`config.mk`:
```
export PLATFORM = sky130hd
export DESIGN_NAME = multicycle_controller
export DESIGN_NICKNAME = d
export VERILOG_FILES = /design/src/rtl/multicycle_controller_pkg.sv /design/src/rtl/multicycle_controller_alu_decoder.sv /design/src/rtl/multicycle_controller.sv
export SDC_FILE = /design/constraint.sdc
export NUM_CORES = 1
export LEC_CHECK = 0
export CAP_MARGIN = 40
export CELL_PAD_IN_SITES_DETAIL_PLACEMENT = 1
export CELL_PAD_IN_SITES_GLOBAL_PLACEMENT = 2
export CORE_AREA = 2 2 66 68
export DETAILED_ROUTE_END_ITERATION = 10
export DIE_AREA = 0 0 68 70
export PLACE_DENSITY_LB_ADDON = 0.1
export REMOVE_ABC_BUFFERS = 1
export SLEW_MARGIN = 20
export SYNTH_ARGS = -nofsm -noshare
export SYNTH_HDL_FRONTEND = slang
export SYNTH_SLANG_ARGS = --single-unit
```
`constraint.sdc`:
```
create_clock -name clk -period 1.8 [get_ports clk]
set_clock_uncertainty 0.1 [all_clocks]
set_input_delay 0.36 -clock clk [delete_from_list [all_inputs] [get_ports clk]]
set_output_delay 0.36 -clock clk [all_outputs]
set_load 0.02 [all_outputs]
```
`src/rtl/multicycle_controller_pkg.sv`:
```
// Shared encodings for the multicycle RISC-V control path: opcodes, FSM state codes,
// ALU operation classes and datapath mux selects.
package multicycle_controller_pkg;

  localparam logic [6:0] OP_LW  = 7'b0000011;
  localparam logic [6:0] OP_SW  = 7'b0100011;
  localparam logic [6:0] OP_R   = 7'b0110011;
  localparam logic [6:0] OP_I   = 7'b0010011;
  localparam logic [6:0] OP_BEQ = 7'b1100011;
  localparam logic [6:0] OP_JAL = 7'b1101111;

  localparam logic [3:0] S_FETCH    = 4'd0;
  localparam logic [3:0] S_DECODE   = 4'd1;
  localparam logic [3:0] S_MEMADR   = 4'd2;
  localparam logic [3:0] S_MEMREAD  = 4'd3;
  localparam logic [3:0] S_MEMWB    = 4'd4;
  localparam logic [3:0] S_MEMWRITE = 4'd5;
  localparam logic [3:0] S_EXECR    = 4'd6;
  localparam logic [3:0] S_EXECI    = 4'd7;
  localparam logic [3:0] S_ALUWB    = 4'd8;
  localparam logic [3:0] S_BEQ      = 4'd9;
  localparam logic [3:0] S_JAL      = 4'd10;

  localparam logic [1:0] ALUOP_ADD   = 2'b00;
  localparam logic [1:0] ALUOP_FUNCT = 2'b01;
  localparam logic [1:0] ALUOP_SUB   = 2'b10;

  localparam logic [2:0] ALU_ADD = 3'b000;
  localparam logic [2:0] ALU_SUB = 3'b001;
  localparam logic [2:0] ALU_AND = 3'b010;
  localparam logic [2:0] ALU_OR  = 3'b011;
  localparam logic [2:0] ALU_SLT = 3'b101;

  localparam logic [1:0] SRC_A_PC    = 2'b00;
  localparam logic [1:0] SRC_A_OLDPC = 2'b01;
  localparam logic [1:0] SRC_A_RS1   = 2'b10;

  localparam logic [1:0] SRC_B_RS2  = 2'b00;
  localparam logic [1:0] SRC_B_IMM  = 2'b01;
  localparam logic [1:0] SRC_B_FOUR = 2'b10;

  localparam logic [1:0] RES_ALUOUT    = 2'b00;
  localparam logic [1:0] RES_MEMDATA   = 2'b01;
  localparam logic [1:0] RES_ALURESULT = 2'b10;

  localparam logic [1:0] IMM_I = 2'b00;
  localparam logic [1:0] IMM_S = 2'b01;
  localparam logic [1:0] IMM_B = 2'b10;
  localparam logic [1:0] IMM_J = 2'b11;

  function automatic logic [1:0] imm_src_of(input logic [6:0] op);
    case (op)
      OP_SW:   return IMM_S;
      OP_BEQ:  return IMM_B;
      OP_JAL:  return IMM_J;
      default: return IMM_I;
    endcase
  endfunction

  function automatic logic op_supported(input logic [6:0] op);
    return (op == OP_LW) || (op == OP_SW) || (op == OP_R) ||
           (op == OP_I) || (op == OP_BEQ) || (op == OP_JAL);
  endfunction

endpackage

```
`src/rtl/multicycle_controller_alu_decoder.sv`:
```
// Combinational ALU decoder: maps the FSM's alu_op class plus funct fields to an ALU control code.
module multicycle_controller_alu_decoder
  import multicycle_controller_pkg::*;
(
  input  logic [1:0] alu_op,
  input  logic [2:0] funct3,
  input  logic       funct7b5,
  input  logic       op5,
  output logic [2:0] alu_control
);

  always_comb begin
    alu_control = ALU_ADD;
    case (alu_op)
      ALUOP_SUB: alu_control = ALU_SUB;
      ALUOP_FUNCT: begin
        case (funct3)
          // Only R-type (op5=1) with funct7b5 selects sub; addi never does.
          3'b000:  alu_control = (funct7b5 & op5) ? ALU_SUB : ALU_ADD;
          3'b010:  alu_control = ALU_SLT;
          3'b110:  alu_control = ALU_OR;
          3'b111:  alu_control = ALU_AND;
          default: alu_control = ALU_ADD;
        endcase
      end
      default: alu_control = ALU_ADD;
    endcase
  end

endmodule

```
`src/rtl/multicycle_controller.sv`:
```
// Moore FSM sequencing the shared multicycle RISC-V datapath; emits one control word per state
// and combines pc_write and retire from the per-state intent and the zero / mem_ready inputs.
module multicycle_controller
  import multicycle_controller_pkg::*;
(
  input  logic       clk,
  input  logic       reset,
  input  logic [6:0] op,
  input  logic [2:0] funct3,
  input  logic       funct7b5,
  input  logic       zero,
  input  logic       mem_ready,
  output logic       mem_req,
  output logic       mem_write,
  output logic       adr_src,
  output logic       ir_write,
  output logic       pc_write,
  output logic       reg_write,
  output logic [1:0] result_src,
  output logic [1:0] alu_src_a,
  output logic [1:0] alu_src_b,
  output logic [1:0] imm_src,
  output logic [2:0] alu_control,
  output logic       instr_retire,
  output logic       illegal_op
);

  logic [3:0] state_reg;
  logic [3:0] state_next;
  logic [1:0] alu_op;
  logic       mem_req_raw;
  logic       mem_write_raw;
  logic       ir_write_raw;
  logic       pc_update;
  logic       branch;
  logic       reg_write_raw;
  logic       retire_raw;
  logic       illegal_raw;

  always_ff @(posedge clk or posedge reset) begin
    if (reset) state_reg <= S_FETCH;
    else       state_reg <= state_next;
  end

  always_comb begin
    state_next    = state_reg;
    alu_op        = ALUOP_ADD;
    mem_req_raw   = 1'b0;
    mem_write_raw = 1'b0;
    ir_write_raw  = 1'b0;
    pc_update     = 1'b0;
    branch        = 1'b0;
    reg_write_raw = 1'b0;
    retire_raw    = 1'b0;
    illegal_raw   = 1'b0;
    adr_src       = 1'b0;
    result_src    = RES_ALUOUT;
    alu_src_a     = SRC_A_PC;
    alu_src_b     = SRC_B_RS2;
    case (state_reg)
      S_FETCH: begin
        mem_req_raw  = 1'b1;
        alu_src_b    = SRC_B_FOUR;
        result_src   = RES_ALURESULT;
        ir_write_raw = mem_ready;
        pc_update    = mem_ready;
        if (mem_ready) state_next = S_DECODE;
      end
      S_DECODE: begin
        // Branch target PC+imm is computed here so BEQ can load it from ALUOut.
        alu_src_a = SRC_A_OLDPC;
        alu_src_b = SRC_B_IMM;
        case (op)
          OP_LW, OP_SW: state_next = S_MEMADR;
          OP_R:         state_next = S_EXECR;
          OP_I:         state_next = S_EXECI;
          OP_BEQ:       state_next = S_BEQ;
          OP_JAL:       state_next = S_JAL;
          default:      state_next = S_FETCH;
        endcase
        illegal_raw = ~op_supported(op);
        retire_raw  = ~op_supported(op);
      end
      S_MEMADR: begin
        alu_src_a  = SRC_A_RS1;
        alu_src_b  = SRC_B_IMM;
        state_next = (op == OP_SW) ? S_MEMWRITE : S_MEMREAD;
      end
      S_MEMREAD: begin
        mem_req_raw = 1'b1;
        adr_src     = 1'b1;
        if (mem_ready) state_next = S_MEMWB;
      end
      S_MEMWB: begin
        result_src    = RES_MEMDATA;
        reg_write_raw = 1'b1;
        retire_raw    = 1'b1;
        state_next    = S_FETCH;
      end
      S_MEMWRITE: begin
        mem_req_raw   = 1'b1;
        mem_write_raw = 1'b1;
        adr_src       = 1'b1;
        retire_raw    = mem_ready;
        if (mem_ready) state_next = S_FETCH;
      end
      S_EXECR: begin
        alu_src_a  = SRC_A_RS1;
        alu_op     = ALUOP_FUNCT;
        state_next = S_ALUWB;
      end
      S_EXECI: begin
        alu_src_a  = SRC_A_RS1;
        alu_src_b  = SRC_B_IMM;
        alu_op     = ALUOP_FUNCT;
        state_next = S_ALUWB;
      end
      S_ALUWB: begin
        reg_write_raw = 1'b1;
        retire_raw    = 1'b1;
        state_next    = S_FETCH;
      end
      S_BEQ: begin
        alu_src_a  = SRC_A_RS1;
        alu_op     = ALUOP_SUB;
        branch     = 1'b1;
        retire_raw = 1'b1;
        state_next = S_FETCH;
      end
      S_JAL: begin
        // ALU forms OldPC+4 for rd while PC loads the jump target held in ALUOut.
        alu_src_a  = SRC_A_OLDPC;
        alu_src_b  = SRC_B_FOUR;
        pc_update  = 1'b1;
        state_next = S_ALUWB;
      end
      default: state_next = S_FETCH;
    endcase
  end

  assign imm_src      = imm_src_of(op);
  assign mem_req      = mem_req_raw & ~reset;
  assign mem_write    = mem_write_raw & ~reset;
  assign ir_write     = ir_write_raw & ~reset;
  assign pc_write     = (pc_update | (branch & zero)) & ~reset;
  assign reg_write    = reg_write_raw & ~reset;
  assign instr_retire = retire_raw & ~reset;
  assign illegal_op   = illegal_raw & ~reset;

  multicycle_controller_alu_decoder u_alu_decoder (
    .alu_op      (alu_op),
    .funct3      (funct3),
    .funct7b5    (funct7b5),
    .op5         (op[5]),
    .alu_control (alu_control)
  );

endmodule
```
==> results.py <==
metrics = {
    "floorplan": {
        "std_cell_rows": 24,
        "start_util_pct": 16.76,
        "top_level_ports": 34,
        "die_h_um": 70,
        "horizontal_extent_of_the_die_um": 68,
        "dieArea_sq_um": 4760,
        "design.core.area_sq_um": 4144,
    },
    "cells_and_area": {
        "nFillCells": 501,
        "n_antenna_cell": 0,
        "design.final.nets": 192,
        "final_layout_size_suffix_gt1_share_pct": 58.96,
        "layout-area-overhead-vs-synth_pct": 125.8,
        "postLayoutCoreUtil_pct": 37.83,
        "largest_reg_flops": 4,
        "final-seq-area_sq_um": 102.6,
        "multi_input_comb_area_sq_um": 738.2,
    },
    "power_and_ir_drop": {
        "max-vdd-ir-drop_uv": 412.7,
        "totalPowerFinal_uw": 862.9,
        "power.static_leakage_nw": 0.7135,
        "power_density_nw_per_um2": 550.4,
    },
    "placed_design": {
        "dp.final_hpwl_um": 2373,
        "port-buffer-count": 33,
        "placement_setup_slack_ns": -0.8789,
        "gp_congestion": 0.7377,
    },
    "synthesis": {
        "yosys_register_bits": 4,
        "synth.yosys.warnings": 0,
        "avgSynthCellArea_sq_um": 6.613,
        "synth_area_sq_um": 694.4,
        "syn_inst_count": 105,
        "synth_seq_area_share_pct": 14.41,
        "synth_cell_type_count": 36,
    },
    "route": {
        "route.detailed.vias_per_inst": 4.640,
        "first_pass_iters": 2,
        "drt-initial-drc-count": 27,
        "antenna_left": 0,
        "drt-wirelength-per-cell_um": 14.23,
        "post-route-drc-count": 0,
        "wirelength_um": 3201,
        "via_count": 1044,
    },
    "clock_network": {
        "ctsLongestPathBuffers": 2,
        "tritoncts_num_sinks": 4,
        "tritoncts.num_buffers": 3,
        "tritoncts": "done",
        "postCtsHoldBufs": 0,
        "clock_tree.root_cell": "sky130_fd_sc_hd__clkbuf_8",
        "clkLatencyLatePin_ns": 0.22,
        "clk_pin_slew_ns": 0.03,
        "h-tree-depth": 1,
    },
    "sta": {
        "worst_slew_margin_pct": 75.88,
        "final_min_period_over_clock_period_pct": 121.3,
        "min_period_ns": 2.183,
        "unrepaired_setup_endpoints_after_global_routing": "yes",
        "finalWorstSetupSlack_ns": -0.3833,
        "maxClockFrequency_mhz": 458.0,
        "report.final.setup_viol": 15,
        "timing_worst_slew_pin_value_ns": 0.3527,
        "hold_viol_final": 0,
        "drv_slew": 0,
    },
    "min_path": {
        "hold_path.class": "input pin to async pin",
    },
    "worst_setup_path": {
        "crit_family": "simple AND/OR/NAND/NOR gates",
        "worst-endpoint-required_ns": 1.34,
        "crit_path_max_incr_delay_ns": 0.45,
        "combined_buffer_and_inverter_count_along_the_critical_path": 2,
        "critical-path-slowest-cell": "sky130_fd_sc_hd__dfrtp_2",
        "timing_worst_setup_path_type": "flop to primary output",
        "setup.worst_path.start_class": "flop",
        "timing.critical_path.cells": "buf_6 -> or3b_4 -> a21oi_2 -> a31oi_1 -> nor3_1 -> buf_2",
        "critPathCaptureType": "primary output",
        "arrival_ns": 1.72,
        "worst-path-max-fanout": 7,
    },
    "job": {
        "max_capacitance_violation_count": 0,
    },
    "status": {
        "run_status": "finished with violations",
        "violated_checks": "negative setup slack",
    },
    "global_route": {
        "grt_first_pass_wirelength_um": 5202,
        "pin_count_of_the_biggest_net_entering_global_routing": 22,
        "grt_use_total_pct": 14.07,
        "grt_pass1_vias": 1120,
        "grt_overflow_total": 0,
        "grt_antenna_before_repair": 0,
    },
}
[routing by layer]
metal,global-route usage (%),share of wire (%)
met5,0,0
met2,25.13,56
met3,3.221,4.5
met4,2.667,0.87
met1,16.78,39
[per-stage QoR]
| stage | cells | setup TNS, ns | cell area [sq um] | hold slack (ns) |
|---|---|---|---|---|
| after CTS | 226 | -3.050 | 1473 | 0.2738 |
| final | 225 | -2.594 | 1568 | 0.3396 |
| after floorplan | 97 | -1.764 | 661.9 | 0.03414 |
| after global routing | 225 | -3.950 | 1568 | 0.3657 |
| after global placement | 215 | -11.22 | 1305 | 0.6640 |
| after detailed placement | 215 | -11.47 | 1305 | 0.6647 |
[placed cells by master, fill, tap and decap left out, types with 2 or more instances in the layout]
master	synthesis	final
sky130_fd_sc_hd__nor3_1	7	5
sky130_fd_sc_hd__dlygate4sd2_1	0	2
sky130_fd_sc_hd__dfrtp_1	4	2
sky130_fd_sc_hd__buf_2	2	7
sky130_fd_sc_hd__o21ai_0	3	2
sky130_fd_sc_hd__clkbuf_8	0	3
sky130_fd_sc_hd__a21oi_2	0	4
sky130_fd_sc_hd__buf_8	0	2
sky130_fd_sc_hd__a21oi_1	8	4
sky130_fd_sc_hd__nor2b_1	5	3
sky130_fd_sc_hd__nand4b_1	2	2
sky130_fd_sc_hd__or3b_4	0	2
sky130_fd_sc_hd__buf_4	0	42
sky130_fd_sc_hd__nor2_1	10	9
sky130_fd_sc_hd__inv_1	8	7
sky130_fd_sc_hd__nor3_2	0	2
sky130_fd_sc_hd__nand2b_1	8	7
sky130_fd_sc_hd__clkdlybuf4s50_1	0	5
sky130_fd_sc_hd__buf_6	0	10
sky130_fd_sc_hd__clkbuf_2	0	4
sky130_fd_sc_hd__nand2_1	8	6
sky130_fd_sc_hd__dfrtp_2	0	2
sky130_fd_sc_hd__a31oi_1	3	2
[final timing paths]
check / start / endpoint / slack, ns / cells past startpoint
worst max-delay path: state_reg[3] / pc_write / -0.38 / 6
worst min-delay path: reset / state_reg[3] / 0.34 / 3
worst max register to register: state_reg[3] / state_reg[1] / 0.13 / 6
worst min register to register: state_reg[3] / state_reg[0] / 0.67 / 3
max in group asynchronous: reset / state_reg[1] / 1.14 / 3
min in group clk: op[4] / state_reg[2] / 0.49 / 4
[cell usage after synthesis (all sizes together)]
cell,instances,area [sq um]
a32o,1,10.01
nor2,10,37.54
nand2b,8,50.05
inv,8,30.03
nor2b,5,31.28
a31o,1,8.760
nand3b,1,7.510
nor3b,2,15.01
and3,1,6.260
or3b,2,17.52
or2,1,6.260
o2111ai,1,8.760
o32ai,2,17.52
a2111oi,3,32.53
a21oi,8,40.04
nand4b,2,17.52
a21o,1,7.510
clkbuf,6,22.52
nand2,8,30.03
nor4,3,18.77
or3,1,6.260
ha,2,25.02
xnor2,1,8.760
o21ai,4,20.01
a31oi,3,18.77
and2b,1,7.510
buf,2,10.01
o21bai,1,7.510
dfrtp,4,100.1
and4,1,8.760
nand3,1,5.000
nor3,7,35.03
a211oi,2,15.01
mux2,1,11.26
[tightest hold or removal path: stages]
cell and delay, ns:
sky130_fd_sc_hd__dlygate4sd2_1 0.31, sky130_fd_sc_hd__inv_1 0.15, sky130_fd_sc_hd__buf_4 0.16
[report_power, final]
| group | leakage (nW) | switching [mW] | total [mW] | internal (mW) |
|---|---|---|---|---|
| logic | 0.641 | 0.290 | 0.559 | 0.270 |
| clock network | 0.0216 | 0.0498 | 0.193 | 0.143 |
| registers | 0.0507 | 0.0104 | 0.111 | 0.100 |
| total | 0.713 | 0.350 | 0.863 | 0.513 |
[area by class of cell]
type | instances | area share [%]
clock buffers | 3 | 2.634
inverters | 8 | 1.915
multi-input cells | 85 | 47.09
flip-flops and latches | 4 | 6.544
well taps | 52 | 4.150
repair buffers | 73 | 37.67
[repair_timing]
| action | CTS | global route |
|---|---|---|
| buffers inserted | 8 | 2 |
| endpoints found under the setup margin | 22 | 20 |
| resized for setup | 144 | 37 |
| pin swaps | 17 | 11 |
[logic make-up (layout without fill, tap and decap cells)]
| family | Yosys count | in the layout | synth area share (%) |
|---|---|---|---|
| simple gates | 54 | 54 | 43.25 |
| xor+xnor | 1 | 1 | 1.261 |
| flops | 4 | 4 | 14.41 |
| fa+ha+maj | 2 | 2 | 3.603 |
| buf+inv | 16 | 84 | 9.009 |
| compound gates | 27 | 27 | 26.85 |
| mux | 1 | 1 | 1.622 |
No activity file was read; power rests on OpenSTA's default activity.
